$ cat config.mk
export PLATFORM = sky130hd
export DESIGN_NAME = bcd_calendar_clock
export DESIGN_NICKNAME = d
export VERILOG_FILES = /design/src/rtl/bcd_clock_pkg.sv /design/src/rtl/bcd_clock_field_cntr.sv /design/src/rtl/bcd_calendar_clock.sv
export SDC_FILE = /design/constraint.sdc
export NUM_CORES = 1
export LEC_CHECK = 0
export CORE_UTILIZATION = 54
export CTS_CLUSTER_DIAMETER = 60
export DETAILED_ROUTE_END_ITERATION = 16
export DONT_BUFFER_PORTS = 1
export GPL_ROUTABILITY_DRIVEN = 0
export PLACE_DENSITY = 0.8
export SLEW_MARGIN = 20
export SYNTH_ARGS = -nofsm -noshare
export SYNTH_HDL_FRONTEND = slang
export SYNTH_SLANG_ARGS = --single-unit
export TNS_END_PERCENT = 10
$ cat constraint.sdc
create_clock -name CLK1K -period 4.45 [get_ports CLK1K]
set_input_delay 0.89 -clock CLK1K [delete_from_list [all_inputs] [get_ports CLK1K]]
set_output_delay 0.89 -clock CLK1K [all_outputs]
set_load 0.01 [all_outputs]
$ cat src/rtl/bcd_clock_pkg.sv
// -----------------------------------------------------------------------------
// bcd_clock_pkg
// Shared constants and helpers for the BCD calendar clock.
//   - Field min/max limits (packed BCD)
//   - bcd_inc   : packed-BCD increment of a two-digit value
//   - dim       : days in a month (BCD) for a BCD month number
//   - bcd_valid : range/nibble check used when loading set values
//   - to_12h    : internal 24-hour BCD hour -> {pm, 12-hour BCD hour}
// -----------------------------------------------------------------------------
package bcd_clock_pkg;

    localparam logic [7:0] SEC_MIN  = 8'h00;
    localparam logic [7:0] SEC_MAX  = 8'h59;
    localparam logic [7:0] MIN_MIN  = 8'h00;
    localparam logic [7:0] MIN_MAX  = 8'h59;
    localparam logic [7:0] HOUR_MIN = 8'h00;
    localparam logic [7:0] HOUR_MAX = 8'h23;
    localparam logic [7:0] DAY_MIN  = 8'h01;
    localparam logic [7:0] MON_MIN  = 8'h01;
    localparam logic [7:0] MON_MAX  = 8'h12;

    // Two-digit packed-BCD increment; the caller handles the field wrap.
    function automatic logic [7:0] bcd_inc(input logic [7:0] v);
        logic [7:0] r;
        if (v[3:0] >= 4'd9) begin
            r = {v[7:4] + 4'd1, 4'd0};
        end else begin
            r = {v[7:4], v[3:0] + 4'd1};
        end
        return r;
    endfunction

    // Days in month; unknown month codes fall back to 31.
    function automatic logic [7:0] dim(input logic [7:0] mon, input logic [7:0] feb_days);
        logic [7:0] r;
        case (mon)
            8'h01, 8'h03, 8'h05, 8'h07, 8'h08, 8'h10, 8'h12: r = 8'h31;
            8'h04, 8'h06, 8'h09, 8'h11:                      r = 8'h30;
            8'h02:                                           r = feb_days;
            default:                                         r = 8'h31;
        endcase
        return r;
    endfunction

    // Both nibbles must be decimal digits and the value must lie in [mn, mx].
    function automatic logic bcd_valid(input logic [7:0] value,
                                       input logic [7:0] mn,
                                       input logic [7:0] mx);
        return (value[3:0] <= 4'd9) && (value[7:4] <= 4'd9) &&
               (value >= mn) && (value <= mx);
    endfunction

    // Returns {pm, hour12}. 00 shows as 12 AM, 12 as 12 PM, 13-23 as 01-11 PM.
    function automatic logic [8:0] to_12h(input logic [7:0] hour);
        logic [7:0] bin;
        logic [7:0] h12;
        logic [7:0] tens_rem;
        logic [8:0] r;
        bin      = ({4'd0, hour[7:4]} * 8'd10) + {4'd0, hour[3:0]};
        h12      = bin - 8'd12;
        tens_rem = h12 - 8'd10;
        if (bin == 8'd0) begin
            r = {1'b0, 8'h12};
        end else if (bin < 8'd12) begin
            r = {1'b0, hour};
        end else if (bin == 8'd12) begin
            r = {1'b1, 8'h12};
        end else if (h12 >= 8'd10) begin
            r = {1'b1, 4'h1, tens_rem[3:0]};
        end else begin
            r = {1'b1, 4'h0, h12[3:0]};
        end
        return r;
    endfunction

endpackage

$ cat src/rtl/bcd_clock_field_cntr.sv
// -----------------------------------------------------------------------------
// bcd_field_cntr
// One packed-BCD time/date field with a dynamic upper bound.
//   clk_i      : clock
//   rstn_i     : synchronous active-low reset, field returns to MIN
//   max_i      : current field maximum (BCD), may change at run time
//   en_i       : advance by one this cycle
//   load_i     : load load_val_i (has priority over en_i)
//   load_val_i : already-validated load value
//   bcd_o      : field value
//   carry_o    : combinational, high when this advance wraps the field
// -----------------------------------------------------------------------------
module bcd_field_cntr
    import bcd_clock_pkg::*;
#(
    parameter logic [7:0] MIN = 8'h00
) (
    input  logic       clk_i,
    input  logic       rstn_i,
    input  logic [7:0] max_i,
    input  logic       en_i,
    input  logic       load_i,
    input  logic [7:0] load_val_i,
    output logic [7:0] bcd_o,
    output logic       carry_o
);

    logic [7:0] bcd_q;
    logic [7:0] bcd_d;
    logic       at_max_s;

    // ">=" rather than "==" so a value left above a shrunken maximum still wraps.
    assign at_max_s = (bcd_q >= max_i);
    assign carry_o  = en_i & ~load_i & at_max_s;
    assign bcd_o    = bcd_q;

    // Next-state: load beats advance; advance wraps to MIN at the maximum.
    always_comb begin
        bcd_d = bcd_q;
        if (load_i) begin
            bcd_d = load_val_i;
        end else if (en_i) begin
            if (at_max_s) begin
                bcd_d = MIN;
            end else begin
                bcd_d = bcd_inc(bcd_q);
            end
        end else begin
            bcd_d = bcd_q;
        end
    end

    // Field register with synchronous reset.
    always_ff @(posedge clk_i) begin
        if (!rstn_i) begin
            bcd_q <= MIN;
        end else begin
            bcd_q <= bcd_d;
        end
    end

endmodule

$ cat src/rtl/bcd_calendar_clock.sv
// -----------------------------------------------------------------------------
// bcd_calendar_clock
// Packed-BCD time-of-day and date counter with prescaler, set mode,
// 12/24-hour display and an hour/minute alarm.
//   CLK1K          : 1 kHz system clock
//   RSTN           : synchronous active-low reset
//   SET_EN         : load fields from *_SET, counting frozen
//   FAST           : use FAST_DIV instead of DIV as the second length
//   MODE12         : HOUR output in 12-hour format
//   SEC/MIN/HOUR/DAY/MON_SET : BCD load values (HOUR_SET is 24-hour)
//   ALM_EN, ALM_MIN, ALM_HOUR : alarm enable and 24-hour alarm time
//   SEC/MIN/HOUR/DAY/MON     : BCD outputs (HOUR formatted per MODE12)
//   PM             : internal hour >= 12
//   TICK           : one-cycle pulse on each one-second advance
//   ALARM          : one-cycle pulse on the tick that reaches hh:mm:00
// -----------------------------------------------------------------------------
module bcd_calendar_clock
    import bcd_clock_pkg::*;
#(
    parameter int         DIV      = 1000,
    parameter int         FAST_DIV = 10,
    parameter int         CNT_W    = 10,
    parameter logic [7:0] FEB_DAYS = 8'h28
) (
    input  logic       CLK1K,
    input  logic       RSTN,
    input  logic       SET_EN,
    input  logic       FAST,
    input  logic       MODE12,
    input  logic [7:0] SEC_SET,
    input  logic [7:0] MIN_SET,
    input  logic [7:0] HOUR_SET,
    input  logic [7:0] DAY_SET,
    input  logic [7:0] MON_SET,
    input  logic       ALM_EN,
    input  logic [7:0] ALM_MIN,
    input  logic [7:0] ALM_HOUR,
    output logic [7:0] SEC,
    output logic [7:0] MIN,
    output logic [7:0] HOUR,
    output logic [7:0] DAY,
    output logic [7:0] MON,
    output logic       PM,
    output logic       TICK,
    output logic       ALARM
);

    logic [CNT_W-1:0] cnt_q;
    logic [CNT_W-1:0] cnt_d;
    logic [CNT_W-1:0] lim_m1_s;
    logic             tick_q;
    logic             tick_d;
    logic             alarm_q;
    logic             alarm_d;

    logic [7:0] sec_s, min_s, hour_s, day_s, mon_s;
    logic       sec_c_s, min_c_s, hour_c_s, day_c_s;
    logic [7:0] sec_ld_s, min_ld_s, hour_ld_s, day_ld_s, mon_ld_s;
    logic [7:0] day_max_s;
    logic [7:0] min_nxt_s, hour_nxt_s;
    logic [8:0] h12_s;

    assign lim_m1_s = FAST ? CNT_W'(FAST_DIV - 1) : CNT_W'(DIV - 1);

    // Prescaler: ">=" so a count left above the new limit after a FAST
    // switch still produces a tick on the next edge instead of running on.
    always_comb begin
        cnt_d  = cnt_q;
        tick_d = 1'b0;
        if (SET_EN) begin
            cnt_d  = '0;
            tick_d = 1'b0;
        end else if (cnt_q >= lim_m1_s) begin
            cnt_d  = '0;
            tick_d = 1'b1;
        end else begin
            cnt_d  = cnt_q + CNT_W'(1);
            tick_d = 1'b0;
        end
    end

    // Validated load values; DAY is checked against the month being loaded.
    assign sec_ld_s  = bcd_valid(SEC_SET,  SEC_MIN,  SEC_MAX)  ? SEC_SET  : SEC_MIN;
    assign min_ld_s  = bcd_valid(MIN_SET,  MIN_MIN,  MIN_MAX)  ? MIN_SET  : MIN_MIN;
    assign hour_ld_s = bcd_valid(HOUR_SET, HOUR_MIN, HOUR_MAX) ? HOUR_SET : HOUR_MIN;
    assign mon_ld_s  = bcd_valid(MON_SET,  MON_MIN,  MON_MAX)  ? MON_SET  : MON_MIN;
    assign day_ld_s  = bcd_valid(DAY_SET,  DAY_MIN,  dim(mon_ld_s, FEB_DAYS)) ? DAY_SET : DAY_MIN;

    assign day_max_s = dim(mon_s, FEB_DAYS);

    // The fields advance on tick_d, i.e. the same edge that registers TICK.
    bcd_field_cntr #(.MIN(SEC_MIN)) u_sec (
        .clk_i(CLK1K), .rstn_i(RSTN), .max_i(SEC_MAX), .en_i(tick_d),
        .load_i(SET_EN), .load_val_i(sec_ld_s), .bcd_o(sec_s), .carry_o(sec_c_s)
    );
    bcd_field_cntr #(.MIN(MIN_MIN)) u_min (
        .clk_i(CLK1K), .rstn_i(RSTN), .max_i(MIN_MAX), .en_i(sec_c_s),
        .load_i(SET_EN), .load_val_i(min_ld_s), .bcd_o(min_s), .carry_o(min_c_s)
    );
    bcd_field_cntr #(.MIN(HOUR_MIN)) u_hour (
        .clk_i(CLK1K), .rstn_i(RSTN), .max_i(HOUR_MAX), .en_i(min_c_s),
        .load_i(SET_EN), .load_val_i(hour_ld_s), .bcd_o(hour_s), .carry_o(hour_c_s)
    );
    bcd_field_cntr #(.MIN(DAY_MIN)) u_day (
        .clk_i(CLK1K), .rstn_i(RSTN), .max_i(day_max_s), .en_i(hour_c_s),
        .load_i(SET_EN), .load_val_i(day_ld_s), .bcd_o(day_s), .carry_o(day_c_s)
    );
    bcd_field_cntr #(.MIN(MON_MIN)) u_mon (
        .clk_i(CLK1K), .rstn_i(RSTN), .max_i(MON_MAX), .en_i(day_c_s),
        .load_i(SET_EN), .load_val_i(mon_ld_s), .bcd_o(mon_s), .carry_o()
    );

    // Alarm looks at the time the fields are about to take; sec_c_s already
    // implies a tick that lands on SEC=00, so it fires at most once a minute.
    always_comb begin
        min_nxt_s  = min_s;
        hour_nxt_s = hour_s;
        alarm_d    = 1'b0;
        if (min_c_s) begin
            min_nxt_s = MIN_MIN;
        end else begin
            min_nxt_s = bcd_inc(min_s);
        end
        if (hour_c_s) begin
            hour_nxt_s = HOUR_MIN;
        end else if (min_c_s) begin
            hour_nxt_s = bcd_inc(hour_s);
        end else begin
            hour_nxt_s = hour_s;
        end
        if (ALM_EN && sec_c_s && (min_nxt_s == ALM_MIN) && (hour_nxt_s == ALM_HOUR)) begin
            alarm_d = 1'b1;
        end else begin
            alarm_d = 1'b0;
        end
    end

    // Prescaler and pulse registers.
    always_ff @(posedge CLK1K) begin
        if (!RSTN) begin
            cnt_q   <= '0;
            tick_q  <= 1'b0;
            alarm_q <= 1'b0;
        end else begin
            cnt_q   <= cnt_d;
            tick_q  <= tick_d;
            alarm_q <= alarm_d;
        end
    end

    assign h12_s = to_12h(hour_s);

    assign SEC   = sec_s;
    assign MIN   = min_s;
    assign HOUR  = MODE12 ? h12_s[7:0] : hour_s;
    assign DAY   = day_s;
    assign MON   = mon_s;
    assign PM    = h12_s[8];
    assign TICK  = tick_q;
    assign ALARM = alarm_q;

endmodule
=== After elaboration in Yosys (flattened, before gate mapping) ===
Memories as Yosys holds them, arrays and structs flattened.
Cells that the tools add are included.

* Bits in registers: 52
* Bits in latches: 0
* Memory bits (writable): 0
* ROM bits: 192
* Bits of input ports: 62
* Output and inout bits: 43
* Logic and storage cells: 146
* Memories kept: 2

* $add $sub $neg: 14
* Multiply operators: 1
* Divide/modulo/power cells: 0
* $lt $le $gt $ge: 33
* Equal/unequal tests: 3
* Shifts and indexed selects: 0
* Multiplexer cells: 39
* Bitwise logic cells: 10
* Reductions and logical operators: 33

{| class="wikitable"
|+ Memories
! memory !! words !! bits a word !! read ports !! clocked after Yosys merged registers in !! wr ports !! RTL line !! RTL
|-
| (name not given) || 32 || 3 || 1 || 0 || 0 || bcd_clock_pkg.sv:36 || <nowiki>case (mon)</nowiki>
|-
| (name not given) || 32 || 3 || 1 || 0 || 0 || bcd_clock_pkg.sv:36 ||
|}

{| class="wikitable"
|+ Operator list
! cell !! number
|-
| $mux 8 || 31
|-
| $add 4x1->4 const B || 10
|-
| $ge 8x1->1 const B || 5
|-
| $le 4x4->1 const B || 10
|-
| $ge 4x4->1 const B || 5
|-
| $logic_and 1x1->1 || 18
|-
| $mux 9 || 2
|-
| $eq 8x8->1 || 2
|-
| $ge 8x7->1 const B || 2
|-
| $le 8x7->1 const B || 2
|-
| $add 10x1->10 const B || 1
|-
| $ge 10x10->1 || 1
|-
| $mux 10 || 1
|-
| $mux 5 || 2
|-
| $reduce_bool 2->1 || 5
|-
| $reduce_bool 3->1 || 3
|-
| $add 8x4->8 || 1
|-
| $and 1x1->1 || 8
|-
| $eq 8x4->1 const B || 1
|-
| $ge 8x4->1 const B || 1
|-
| $ge 8x5->1 const B || 1
|-
| $ge 8x6->1 const B || 1
|-
| $ge 8x8->1 || 1
|-
| $le 8x5->1 const B || 1
|-
| 12 further kinds || 18
|}

=== Longest topological paths before layout ===
* Depth in word-level cells: 14
* Gate-level depth with buffers: 16
* Depth with buffers taken out: 16

=== By module ===
Synthesis repeated with hierarchy kept, for this count alone.

* Cell total of the unflattened synthesis: 816
* Area, all modules: 6418.7 sq um

{| class="wikitable"
|+ By module, submodules not included
! module !! instances !! cells an instance !! area an instance (sq um) !! sequential area each (sq um)
|-
| bcd_calendar_clock || 1 || 337 || 2590.0 || 240.2
|-
| bcd_field_cntr at u_hour ... || 3 || 93 || 773.2 || 160.2
|-
| bcd_field_cntr at u_day ... || 2 || 100 || 754.5 || 160.2
|}

=== Worst setup path before layout ===
OpenSTA, ideal clock, no wires.

* Kind: register -> output
* Start point: register u_hour.bcd_q[6], in the netlist u_hour.bcd_o[6]
* End point: output HOUR[3]
* Data arrival time: 2.738 ns
* Required time: 3.560 ns
* Slack: 0.822 ns
* Stages on the path, launching flop included: 10
* Path buffers: 0
* Cell sequence: dfxtp_1 -> ha_1 -> ha_1 -> nor2b_1 -> or3_1 -> mux4_2 -> a211o_1 -> nor2b_1 -> xnor2_1 -> o22ai_1

* Cells in the longest elaborated chain, start to end: 9
* Elaborated cells between the ends (all ways): 13
* Classes of those cells: add/sub (3); mul (1); order compare (2); eq/ne (1); mux (5); reduce/logical (1)

{| class="wikitable"
|+ RTL lines
! item !! RTL line !! RTL
|-
| start, declared || bcd_clock_field_cntr.sv:28 || <nowiki>logic [7:0] bcd_q;</nowiki>
|-
| start signal, assigned || bcd_clock_field_cntr.sv:56 || <nowiki>bcd_q <= MIN;</nowiki>
|-
| start signal, assigned || bcd_clock_field_cntr.sv:58 || <nowiki>bcd_q <= bcd_d;</nowiki>
|-
| $mul 4x3->7 (*) || bcd_clock_pkg.sv:59 || <nowiki>bin = ({4'd0, hour[7:4]} * 8'd10) + {4'd0, hour[3:0]};</nowiki>
|-
| $add 8x4->8 (*) || bcd_clock_pkg.sv:59 ||
|-
| $sub 8x4->8 || bcd_clock_pkg.sv:60 || <nowiki>h12 = bin - 8'd12;</nowiki>
|-
| $ge 8x4->1 or $sub 4x4->4 (tied branches) || bcd_clock_pkg.sv:68, bcd_clock_pkg.sv:61 ||
|-
| $mux 5 || bcd_clock_pkg.sv:68 || <nowiki>end else if (h12 >= 8'd10) begin</nowiki>
|-
| $mux 5 || bcd_clock_pkg.sv:66 || <nowiki>end else if (bin == 8'd12) begin</nowiki>
|-
| $mux 9 || bcd_clock_pkg.sv:64 || <nowiki>end else if (bin < 8'd12) begin</nowiki>
|-
| $mux 9 (*) || bcd_clock_pkg.sv:62 || <nowiki>if (bin == 8'd0) begin</nowiki>
|-
| $mux 8 (*) || bcd_calendar_clock.sv:155 || <nowiki>assign HOUR = MODE12 ? h12_s[7:0] : hour_s;</nowiki>
|-
| end, declared || bcd_calendar_clock.sv:40 || <nowiki>output logic [7:0] HOUR,</nowiki>
|}

Mark *: on every way between the ends. The rest lies on a longest branch, timed or not.

=== Worst setup path in the final report ===
* Start point: register u_hour.bcd_q[4], in the netlist u_hour.bcd_o[4]
* End point: output HOUR[3]

Same word-level chain as after synthesis.

==> flow_summary.yaml <==
logic_synthesis:
  synth_area_per_cell_sq_um: 8.021
  seq_total_area_yosys_pct: 23.38
  post-synth-top-area-cell: "sky130_fd_sc_hd__dfxtp_1"
  synth_seq_cells: 52
  ys.warnings.count: 0
  syn_inst: 555
  netlist-cell-type-count: 81
  synth-main-ff-cell: "sky130_fd_sc_hd__dfxtp_1"
  yosys-top-cells-area: "sky130_fd_sc_hd__dfxtp_1 23%, sky130_fd_sc_hd__ha_1 15%, sky130_fd_sc_hd__nor2_1 6.2%"
  net_count_after_synthesis: 672
  netlist_area_sq_um: 4452
  synthDominantCellAreaShare_pct: 23.38
  ys_async_sr_fraction_pct: 0
  synth_enable_flop_cells: 0
setup_path:
  crit_path_end_kind: "output port"
  crit_type: "reg -> out"
  r2r_slack_ps: 710
  critical_path.startpoint: "u_hour.bcd_o[4]"
  startpoint_type: "flip-flop"
  rr_startpoint: "u_mon.bcd_o[0]"
  arrival_ps: 3330
  critical_path.max_fanout: 8
  timing.critical_path.required_ps: 3560
  worst-r2r-cell-count: 16
  timing.rr.end: "u_day.bcd_o[5]"
power:
  pwr_density_cell_nw_per_um2: 216.7
  p_leak_nw: 1.931
  post-layout-total-power_mw: 1.004
  max-vdd-ir-drop_v: 0.0001402
timing:
  fin_worst_skew_ps: 6.102
  timing.slew.headroom_pct: 23.98
  final_min_period_ps: 4219
  timing_max_transition_violations_final: 0
  tightest_slew_ps: 1139
  hold_viol: 0
  setup_ws_ps: 230.8
  fmax_ghz: 0.2370
  setup_repair_after_global_routing_missed_its_margin: "no"
  holdWs_ps: 483.9
  finalSetupViolCount: 0
  setup_tns_ps: 0
  share_of_the_clock_period_used_by_the_worst_path_pct: 94.81
place:
  dpl.cell_count: 644
  port_buffers: 0
  detailed_place.area_sq_um: 4528
  detailedPlace.worstSlack_ps: 583.3
  dp_hpwl_mm: 8.770
global_route:
  total_routing_usage_gr_pct: 26.72
  initial_antenna_violation_count: 0
  first_global_vias: 3964
  globalRouteOverflowTotal: 0
  grt_start_max_net_pins: 32
  global_route_wire_length_before_repair_mm: 18.86
cts:
  cts_inserted_buffers: 5
  holdBufCountCts: 0
  clockRootBuffer: "sky130_fd_sc_hd__clkbuf_8"
  h-tree-depth: 2
  clock_tree_from_tritoncts: "built"
  cts_post_setup_buffers_inserted: 0
  cts_max_path_buffers: 2
  clock_sink_count: 52
  path_clk_slew_ps: 90
  clock_insertion_delay_worst_skew_ps: 300
  post_cts.resized_instances: 0
routing:
  routed-wl-met2_mm: 5.521
  initialDrtViolationCount: 247
  vias_per_cell: 6.439
  final_antenna_net_count: 0
  wl_per_cell_um: 17.61
  metal1_wirelength_mm: 4.928
  drt_drc_violations_left: 0
  detailedRoute.firstPassIterationCount: 5
  wl_mm: 11.48
  dr_total_vias: 4198
  highest_layer: "met4"
  met3_length_um: 834
min_path:
  hold_start: "cnt_q[0]"
  hold-path-endpoint: "cnt_q[0]"
  worst_hold_path_type: "reg -> reg"
  whs_path_depth: 1
outcome:
  outcome: "completed"
layout:
  layoutNonFillerInstCount: 652
  antennaDiodeCount: 0
  layout.filler_cells: 744
  design.final.nets: 666
  area.growth.synth_to_final_pct: 4.132
  post_route_cells_drive_above_1_share_pct: 5.455
  fin_util_pct: 59.07
  finalInstanceArea_sq_um: 4636
  final_cell_mix: "74 x sky130_fd_sc_hd__nor2_1, 53 x sky130_fd_sc_hd__ha_1, 52 x sky130_fd_sc_hd__dfxtp_1"
  mostFrequentLayoutCell: "sky130_fd_sc_hd__nor2_1"
floorplan:
  dieArea_sq_um: 8611
  die_h_um: 92.80
  initial_cell_density_of_the_core_pct: 56.73
  placementRows: 32
  floorplan.die.width_um: 92.80
  io_pins: 105
  floorplan.core_area_sq_um: 7848
flow_run:
  maximum_capacitance_violations: 0
## routing by layer
metal  GRT usage (%)  vias to the layer above
li1                -                     2017
met1           33.00                     1992
met2           46.69                      171
met3           5.172                       18
met4           7.821                        0
met5               0                        -
## worst max path at each step
stage	endpoint	cells past startpoint
after detailed placement	HOUR[3]	11
after global placement	HOUR[3]	11
after CTS	HOUR[3]	11
final	HOUR[3]	11
after floorplan	HOUR[3]	9
after global routing	HOUR[3]	11
## worst max-delay path: stages (launching register included)
cell                      delay, ps
sky130_fd_sc_hd__dfxtp_1        540
sky130_fd_sc_hd__ha_1           230
sky130_fd_sc_hd__inv_1           50
sky130_fd_sc_hd__fa_1           400
sky130_fd_sc_hd__nor2b_1        220
sky130_fd_sc_hd__or3_1          140
sky130_fd_sc_hd__nand3_1         60
sky130_fd_sc_hd__mux4_2         520
sky130_fd_sc_hd__a211o_1        350
sky130_fd_sc_hd__nor2b_1        160
sky130_fd_sc_hd__xnor2_1        130
sky130_fd_sc_hd__o22ai_1        230
## cells in the mapped netlist, drive strengths merged, types with 3 or more instances
master / instances
or3b: 3
nand3b: 4
nor3: 12
buf: 4
nor3b: 7
a221oi: 6
a221o: 5
ha: 53
dfxtp: 52
xor2: 12
o41ai: 3
a211oi: 11
o21ai: 30
nand3: 17
nand2: 44
clkbuf: 10
nor4: 3
xnor2: 17
a21o: 8
a21oi: 24
o21a: 4
mux2i: 4
o41a: 3
nand2b: 4
nor2b: 8
inv: 38
a211o: 3
a222oi: 3
nor2: 76
a22oi: 4
a31oi: 9
and4b: 3
and3: 12
or3: 4
nand4: 9
or2: 3
o31ai: 5
o22ai: 4
## registers in the layout (all words and copies together), names as in the netlist
signal,count
cnt_q,10
u_day.bcd_o,8
u_hour.bcd_o,8
u_min.bcd_o,8
u_mon.bcd_o,8
u_sec.bcd_o,8
ALARM,1
TICK,1
## power by group
part / switching (mW) / total, mW / internal [mW]
clock network: 0.157 / 0.324 / 0.167
logic: 0.101 / 0.177 / 0.0758
registers: 0.0264 / 0.503 / 0.477
## area by class of cell
class | instances | area (sq um) | share of cell area, %
flip-flops and latches | 52 | 1041 | 22.46
clock inverters | 2 | 35.03 | 0.7557
well taps | 102 | 127.6 | 2.753
clock buffers | 6 | 72.57 | 1.565
inverters | 38 | 142.6 | 3.077
multi-input cells | 451 | 3209 | 69.23
repair buffers | 1 | 7.507 | 0.1619
## logic make-up (layout without fill, tap and decap cells)
group,Yosys count,in the layout,share of synthesized area (%)
DFF,52,52,23.38
buffers and inverters,52,47,4.525
and+or+nand+nor,217,217,24.71
AOI/OAI and AO/OA,143,143,23.72
xor gates and xnor gates,30,30,6.211
adders and majority gates,55,55,15.80
muxes,6,6,1.658
(Power assumes the default switching activity.)
